### src/rtl/keccak_pkg.sv
// Keccak rho/pi shared definitions: skid states, rotation offsets,
// lane indexing and pi destination helpers.
package keccak_pkg;

  typedef enum logic [1:0] {
    EMPTY,
    ONE,
    FULL
  } skid_e;

  // 64-bit rho offsets, entry 5x+y
  localparam logic [0:24][5:0] ROT_TAB = {
    6'd0,  6'd36, 6'd3,  6'd41, 6'd18,
    6'd1,  6'd44, 6'd10, 6'd45, 6'd2,
    6'd62, 6'd6,  6'd43, 6'd15, 6'd61,
    6'd28, 6'd55, 6'd25, 6'd21, 6'd56,
    6'd27, 6'd20, 6'd39, 6'd8,  6'd14
  };

  function automatic int lane_idx(input int x, input int y);
    return 5 * x + y;
  endfunction

  function automatic int pi_dst(input int x, input int y);
    return lane_idx(y, (2 * x + 3 * y) % 5);
  endfunction

endpackage

### src/rtl/keccak_rhopi_lane_perm.sv
// Combinational rho/pi (or inverse) over one 25-lane share.
// INV=1 builds pi^-1 followed by right rotation.
module keccak_rhopi_lane_perm
  import keccak_pkg::*;
#(
  parameter int W   = 8,
  parameter bit INV = 1'b0
) (
  input  logic [25*W-1:0] lanes,
  output logic [25*W-1:0] result
);

  for (genvar x = 0; x < 5; x++) begin : g_x
    for (genvar y = 0; y < 5; y++) begin : g_y
      localparam int S = lane_idx(x, y);
      localparam int D = pi_dst(x, y);
      localparam int R = int'(ROT_TAB[S]) % W;

      if (!INV) begin : g_fwd
        if (R == 0) begin : g_r0
          assign result[D*W +: W] = lanes[S*W +: W];
        end else begin : g_rot
          assign result[D*W +: W] =
            {lanes[S*W +: W-R], lanes[S*W+W-R +: R]};
        end
      end else begin : g_inv
        if (R == 0) begin : g_r0
          assign result[S*W +: W] = lanes[D*W +: W];
        end else begin : g_rot
          assign result[S*W +: W] =
            {lanes[D*W +: R], lanes[D*W+R +: W-R]};
        end
      end
    end
  end

endmodule

### src/rtl/keccak_rhopi_pipe.sv
// Masked Keccak rho/pi stage with a 2-entry registered skid buffer.
// Define KECCAK_RHOPI_INV_EN to add InvxSI and the inverse datapath.
module keccak_rhopi_pipe
  import keccak_pkg::*;
#(
  parameter int W      = 8,
  parameter int SHARES = 3
) (
  input  logic                   ClkxCI,
  input  logic                   RstxRI,
  input  logic [SHARES*25*W-1:0] InxDI,
`ifdef KECCAK_RHOPI_INV_EN
  input  logic                   InvxSI,
`endif
  input  logic                   InValidxSI,
  output logic                   InReadyxSO,
  output logic [SHARES*25*W-1:0] OutxDO,
  output logic                   OutValidxSO,
  input  logic                   OutReadyxSI
);

  localparam int SW = 25 * W;
  localparam int NB = SHARES * SW;

  logic [NB-1:0] fwd;
  logic [NB-1:0] perm;
  logic [NB-1:0] tail;
  skid_e         state;
  logic          in_hs;
  logic          out_hs;

  for (genvar s = 0; s < SHARES; s++) begin : g_fwd
    keccak_rhopi_lane_perm #(.W(W), .INV(1'b0)) u_perm (
      .lanes  (InxDI[s*SW +: SW]),
      .result (fwd[s*SW +: SW])
    );
  end

`ifdef KECCAK_RHOPI_INV_EN
  logic [NB-1:0] inv;

  for (genvar s = 0; s < SHARES; s++) begin : g_inv
    keccak_rhopi_lane_perm #(.W(W), .INV(1'b1)) u_perm (
      .lanes  (InxDI[s*SW +: SW]),
      .result (inv[s*SW +: SW])
    );
  end

  assign perm = InvxSI ? inv : fwd;
`else
  assign perm = fwd;
`endif

  assign in_hs  = InValidxSI & InReadyxSO;
  assign out_hs = OutValidxSO & OutReadyxSI;

  // OutxDO is the head entry; tail only fills while head stalls
  always_ff @(posedge ClkxCI) begin
    if (RstxRI) begin
      state       <= EMPTY;
      InReadyxSO  <= 1'b0;
      OutValidxSO <= 1'b0;
      OutxDO      <= '0;
      tail        <= '0;
    end else begin
      unique case (state)
        EMPTY: begin
          InReadyxSO <= 1'b1;
          if (in_hs) begin
            OutxDO      <= perm;
            OutValidxSO <= 1'b1;
            state       <= ONE;
          end
        end
        ONE: begin
          if (in_hs && out_hs) begin
            OutxDO <= perm;
          end else if (in_hs) begin
            tail       <= perm;
            InReadyxSO <= 1'b0;
            state      <= FULL;
          end else if (out_hs) begin
            OutValidxSO <= 1'b0;
            state       <= EMPTY;
          end
        end
        FULL: begin
          if (out_hs) begin
            OutxDO     <= tail;
            InReadyxSO <= 1'b1;
            state      <= ONE;
          end
        end
        default: begin
          InReadyxSO  <= 1'b0;
          OutValidxSO <= 1'b0;
          state       <= EMPTY;
        end
      endcase
    end
  end

endmodule
### config.mk
export PLATFORM = sky130hd
export DESIGN_NAME = keccak_rhopi_pipe
export DESIGN_NICKNAME = d
export VERILOG_FILES = /design/src/rtl/keccak_pkg.sv /design/src/rtl/keccak_rhopi_lane_perm.sv /design/src/rtl/keccak_rhopi_pipe.sv
export SDC_FILE = /design/constraint.sdc
export NUM_CORES = 2
export LEC_CHECK = 0
export ABC_AREA = 0
export BUFFER_PORTS_ARGS = -buffer_cell sky130_fd_sc_hd__buf_2
export CORE_AREA = 2 2 465 467
export DETAILED_ROUTE_END_ITERATION = 10
export DIE_AREA = 0 0 467 469
export GPL_TIMING_DRIVEN = 0
export MAX_ROUTING_LAYER = met4
export SYNTH_ARGS = -nofsm -noshare
export SYNTH_HDL_FRONTEND = slang
export SYNTH_HIERARCHICAL = 1
export SYNTH_SLANG_ARGS = --single-unit
### constraint.sdc
create_clock -name ClkxCI -period 3.6 [get_ports ClkxCI]
set_clock_uncertainty 0.15 [all_clocks]
set_input_delay 0.36 -clock ClkxCI [delete_from_list [all_inputs] [get_ports ClkxCI]]
set_output_delay 0.36 -clock ClkxCI [all_outputs]
set_load 0.05 [all_outputs]
==> results.ini <==
[finish]
fin_area_um2 = 76800
final_cell_mix = 1204 x dfxtp_1, 639 x buf_2, 620 x clkbuf_1
utilization_pct = 35.9
layout-area-overhead-vs-synth_pct = 29.9
mostFrequentLayoutCell = dfxtp_1
drive_gt1_share_pct = 28.2
layout.nets = 8122
fill_cells = 21578

[pwr]
seqPwrFrac_pct = 37.5
internal_power_mw = 25.9
clkPwrFrac_pct = 38.5
netSwitchingFraction_pct = 34.0
p_leak_nw = 31.2
irDropWorstVdd_v = 0.000465
p_comb_share_pct = 24.0
power_density_nw_per_um2 = 511
switching_power_mw = 13.3

[synth]
netlist.top_cell.by_area = dfxtp_1
yosys-top-cells-area = dfxtp_1 41%, a211oi_2 13%, mux2i_1 10%
yosysWarnings = 6
synthCells = 6164
syn_area_per_cell_um2 = 9.59
synthArstFlopShare_pct = 0
synth_nets = 6768
ys_seq_area_share_pct = 40.8
synth_edf_count = 0
syn_area_um2 = 59100
ys_types = 29
synth_flop_cell = dfxtp_1
ys_seq_elements = 1204
synth_top_cell_area_share_pct = 40.8

[placement]
dpl_cell_area_um2 = 65700
gp_congestion = 0.997
dpl.hpwl_um = 199000
io_buffers = 604

[timing]
finalHoldViolCount = 0
worst_slew_pin_slew_ns = 1.33
finalCriticalPeriod_ns = 3.56
rsz0062_at_grt = false
slew_viol_final = 0
setup_viol = 0
slew_headroom_pct = 11.5
post-route-period-util_pct = 99.0
fmax_mhz = 281

[clock_network]
cts_buffer_depth = 3
cts_buffers = 144
cts-htree-levels = 4
cts_setup_buffers = 0
clkSinkCount = 1204
clock_latency_ns = 0.80
cts_tree = built
cts_root_buf = clkbuf_16
clk_pin_slew_ns = 0.06

[detailed_routing]
post_drt_wl_per_cell_um = 24.8
detail-route-antenna-nets = 0
drt-vias-per-instance = 5.27
first_pass_iters = 6
drc_errors = 0
routed_wl_um = 262000
drtIter0Drc = 4652
vias = 55552

[floorplan]
fp.dieW_um = 467
start_util_pct = 27.7
pin_count = 1206
die_area_um2 = 219000
die_height_um = 469
core_area_um2 = 214000
num_rows = 170

[critical_path]
worst_ep_arrival_time_ns = 4.11
start_kind = flip-flop
rr_endpoint = tail[284]
endpoint_kind = flip-flop
cp_cell_sequence = and3b_1 -> buf_2 -> buf_2 -> clkbuf_1 -> clkbuf_1 -> nand3_1 -> a21oi_1
critPathRequiredTime_ns = 4.15
crit_path_max_fanout = 10
reg2reg_slack_ns = 0.04
path_class = reg2reg
cp_slowest_cell = clkbuf_1
r2r_start = state[1]
reg2reg_depth = 7
slowest_delay_ns = 0.87

[worst_hold_path]
worstHoldPathType = in2reg
hp-start = InxDI[353]
holdPathEnd = tail[385]
min_path_cells = 4

[flow_run]
max_cap_viol_count = 0

[global_route]
grt_max_degree = 17
grt-ovfl-total = 0
antenna_found_initial = 92
grt.total_usage_pct = 23.2
grt_pass1_wl_um = 372000
grt_pass1_vias = 54504

[outcome]
outcome = complete, no violations

==> power by group through the flow <==
| stage | sequential (mW) | clock, mW | combinational [mW] |
|---|---|---|---|
| 2_1_floorplan | 17.0 | 0 | 4.11 |
| 4_1_cts | 14.7 | 15.3 | 9.35 |
| 5_1_grt | 14.7 | 15.9 | 9.86 |
| 3_5_place_dp | 15.0 | 0 | 8.65 |
| 6_report | 14.7 | 15.1 | 9.43 |
| 3_3_place_gp | 14.9 | 0 | 8.57 |
==> metrics by stage <==
stage	instances	worst slack, ns	hold slack [ns]	setup TNS [ns]	power, mW
3_3_place_gp	9606	-1.43	0.309	-731.42	23.5
2_1_floorplan	6164	1.33	0.303	0	21.1
3_5_place_dp	9607	-0.289	0.315	-20.24	23.6
6_report	10549	0.0355	0.243	0	39.2
5_1_grt	10536	0.0137	0.206	0	40.5
4_1_cts	10462	0.0168	0.144	0	39.4
==> metal layers <==
| metal | part of all wire [%] | GRT usage (%) |
|---|---|---|
| met1 | 39 | 26.6 |
| met2 | 46 | 36.4 |
| met3 | 8.3 | 6.26 |
| met4 | 6.3 | 13.5 |
| met5 | 0 | - |
==> worst max-delay path: cells and delay by family (launching register included) <==
kind	cells	cell delay, ns
buffers and inverters	4	2.34
AO/OA/AOI/OAI	1	0.18
AND/OR/NAND/NOR	2	0.40
flip-flops	1	0.37
==> how the worst max path moves through the flow <==
| stage | startpoint | cells past startpoint | to |
|---|---|---|---|
| floorplan | OutValidxSO | 8 | OutxDO[100] |
| global placement | RstxRI | 5 | tail[68] |
| detailed placement | OutReadyxSI | 9 | OutxDO[102] |
| CTS | OutValidxSO | 8 | OutxDO[473] |
| global route | state[1] | 7 | tail[284] |
| finish | state[1] | 7 | tail[284] |
==> what timing repair did <==
action                                 in CTS  in global routing
cloned                                      0                  0
gates resized for setup                     3                  8
hold buffers                              603                  0
endpoints found under the hold margin    1204                  0
setup endpoints to repair                 135                 83
==> cell families after synthesis <==
family | share of synthesized area (%)
multiplexers | 10.2
buffers and inverters | 13.3
flip-flops | 40.8
AO/OA/AOI/OAI | 30.6
AND/OR/NAND/NOR | 5.19
==> synthesized netlist by cell type (2+ instances only) <==
master,number
dfxtp_1,1204
buf_4,607
o21ai_0,603
a21oi_1,601
clkbuf_1,601
a211oi_1,600
a211oi_2,600
mux2i_1,600
nand3_1,600
buf_6,68
buf_2,35
buf_1,25
inv_1,3
a21boi_0,2
==> state kept, by name, indices dropped and copies added, names as in the netlist <==
signal / count
OutxDO: 600
InReadyxSO: 1
OutValidxSO: 1
tail: 600
state: 2
==> area by class of cell <==
cell class                      instances  area [µm²]  area share (%)
Multi-Input combinational cell       3621       27200            35.4
Sequential cell                      1204       24100            31.4
Timing Repair Buffer                 1208        9090            11.8
Buffer                               1336        7860            10.2
Clock buffer                          207        4200            5.47
Tap cell                             2838        3550            4.62
Clock inverter                         45         601           0.782
Antenna cell                           87         218           0.283
Inverter                                3        11.3          0.0147
No activity file was read; power rests on OpenSTA's default activity.
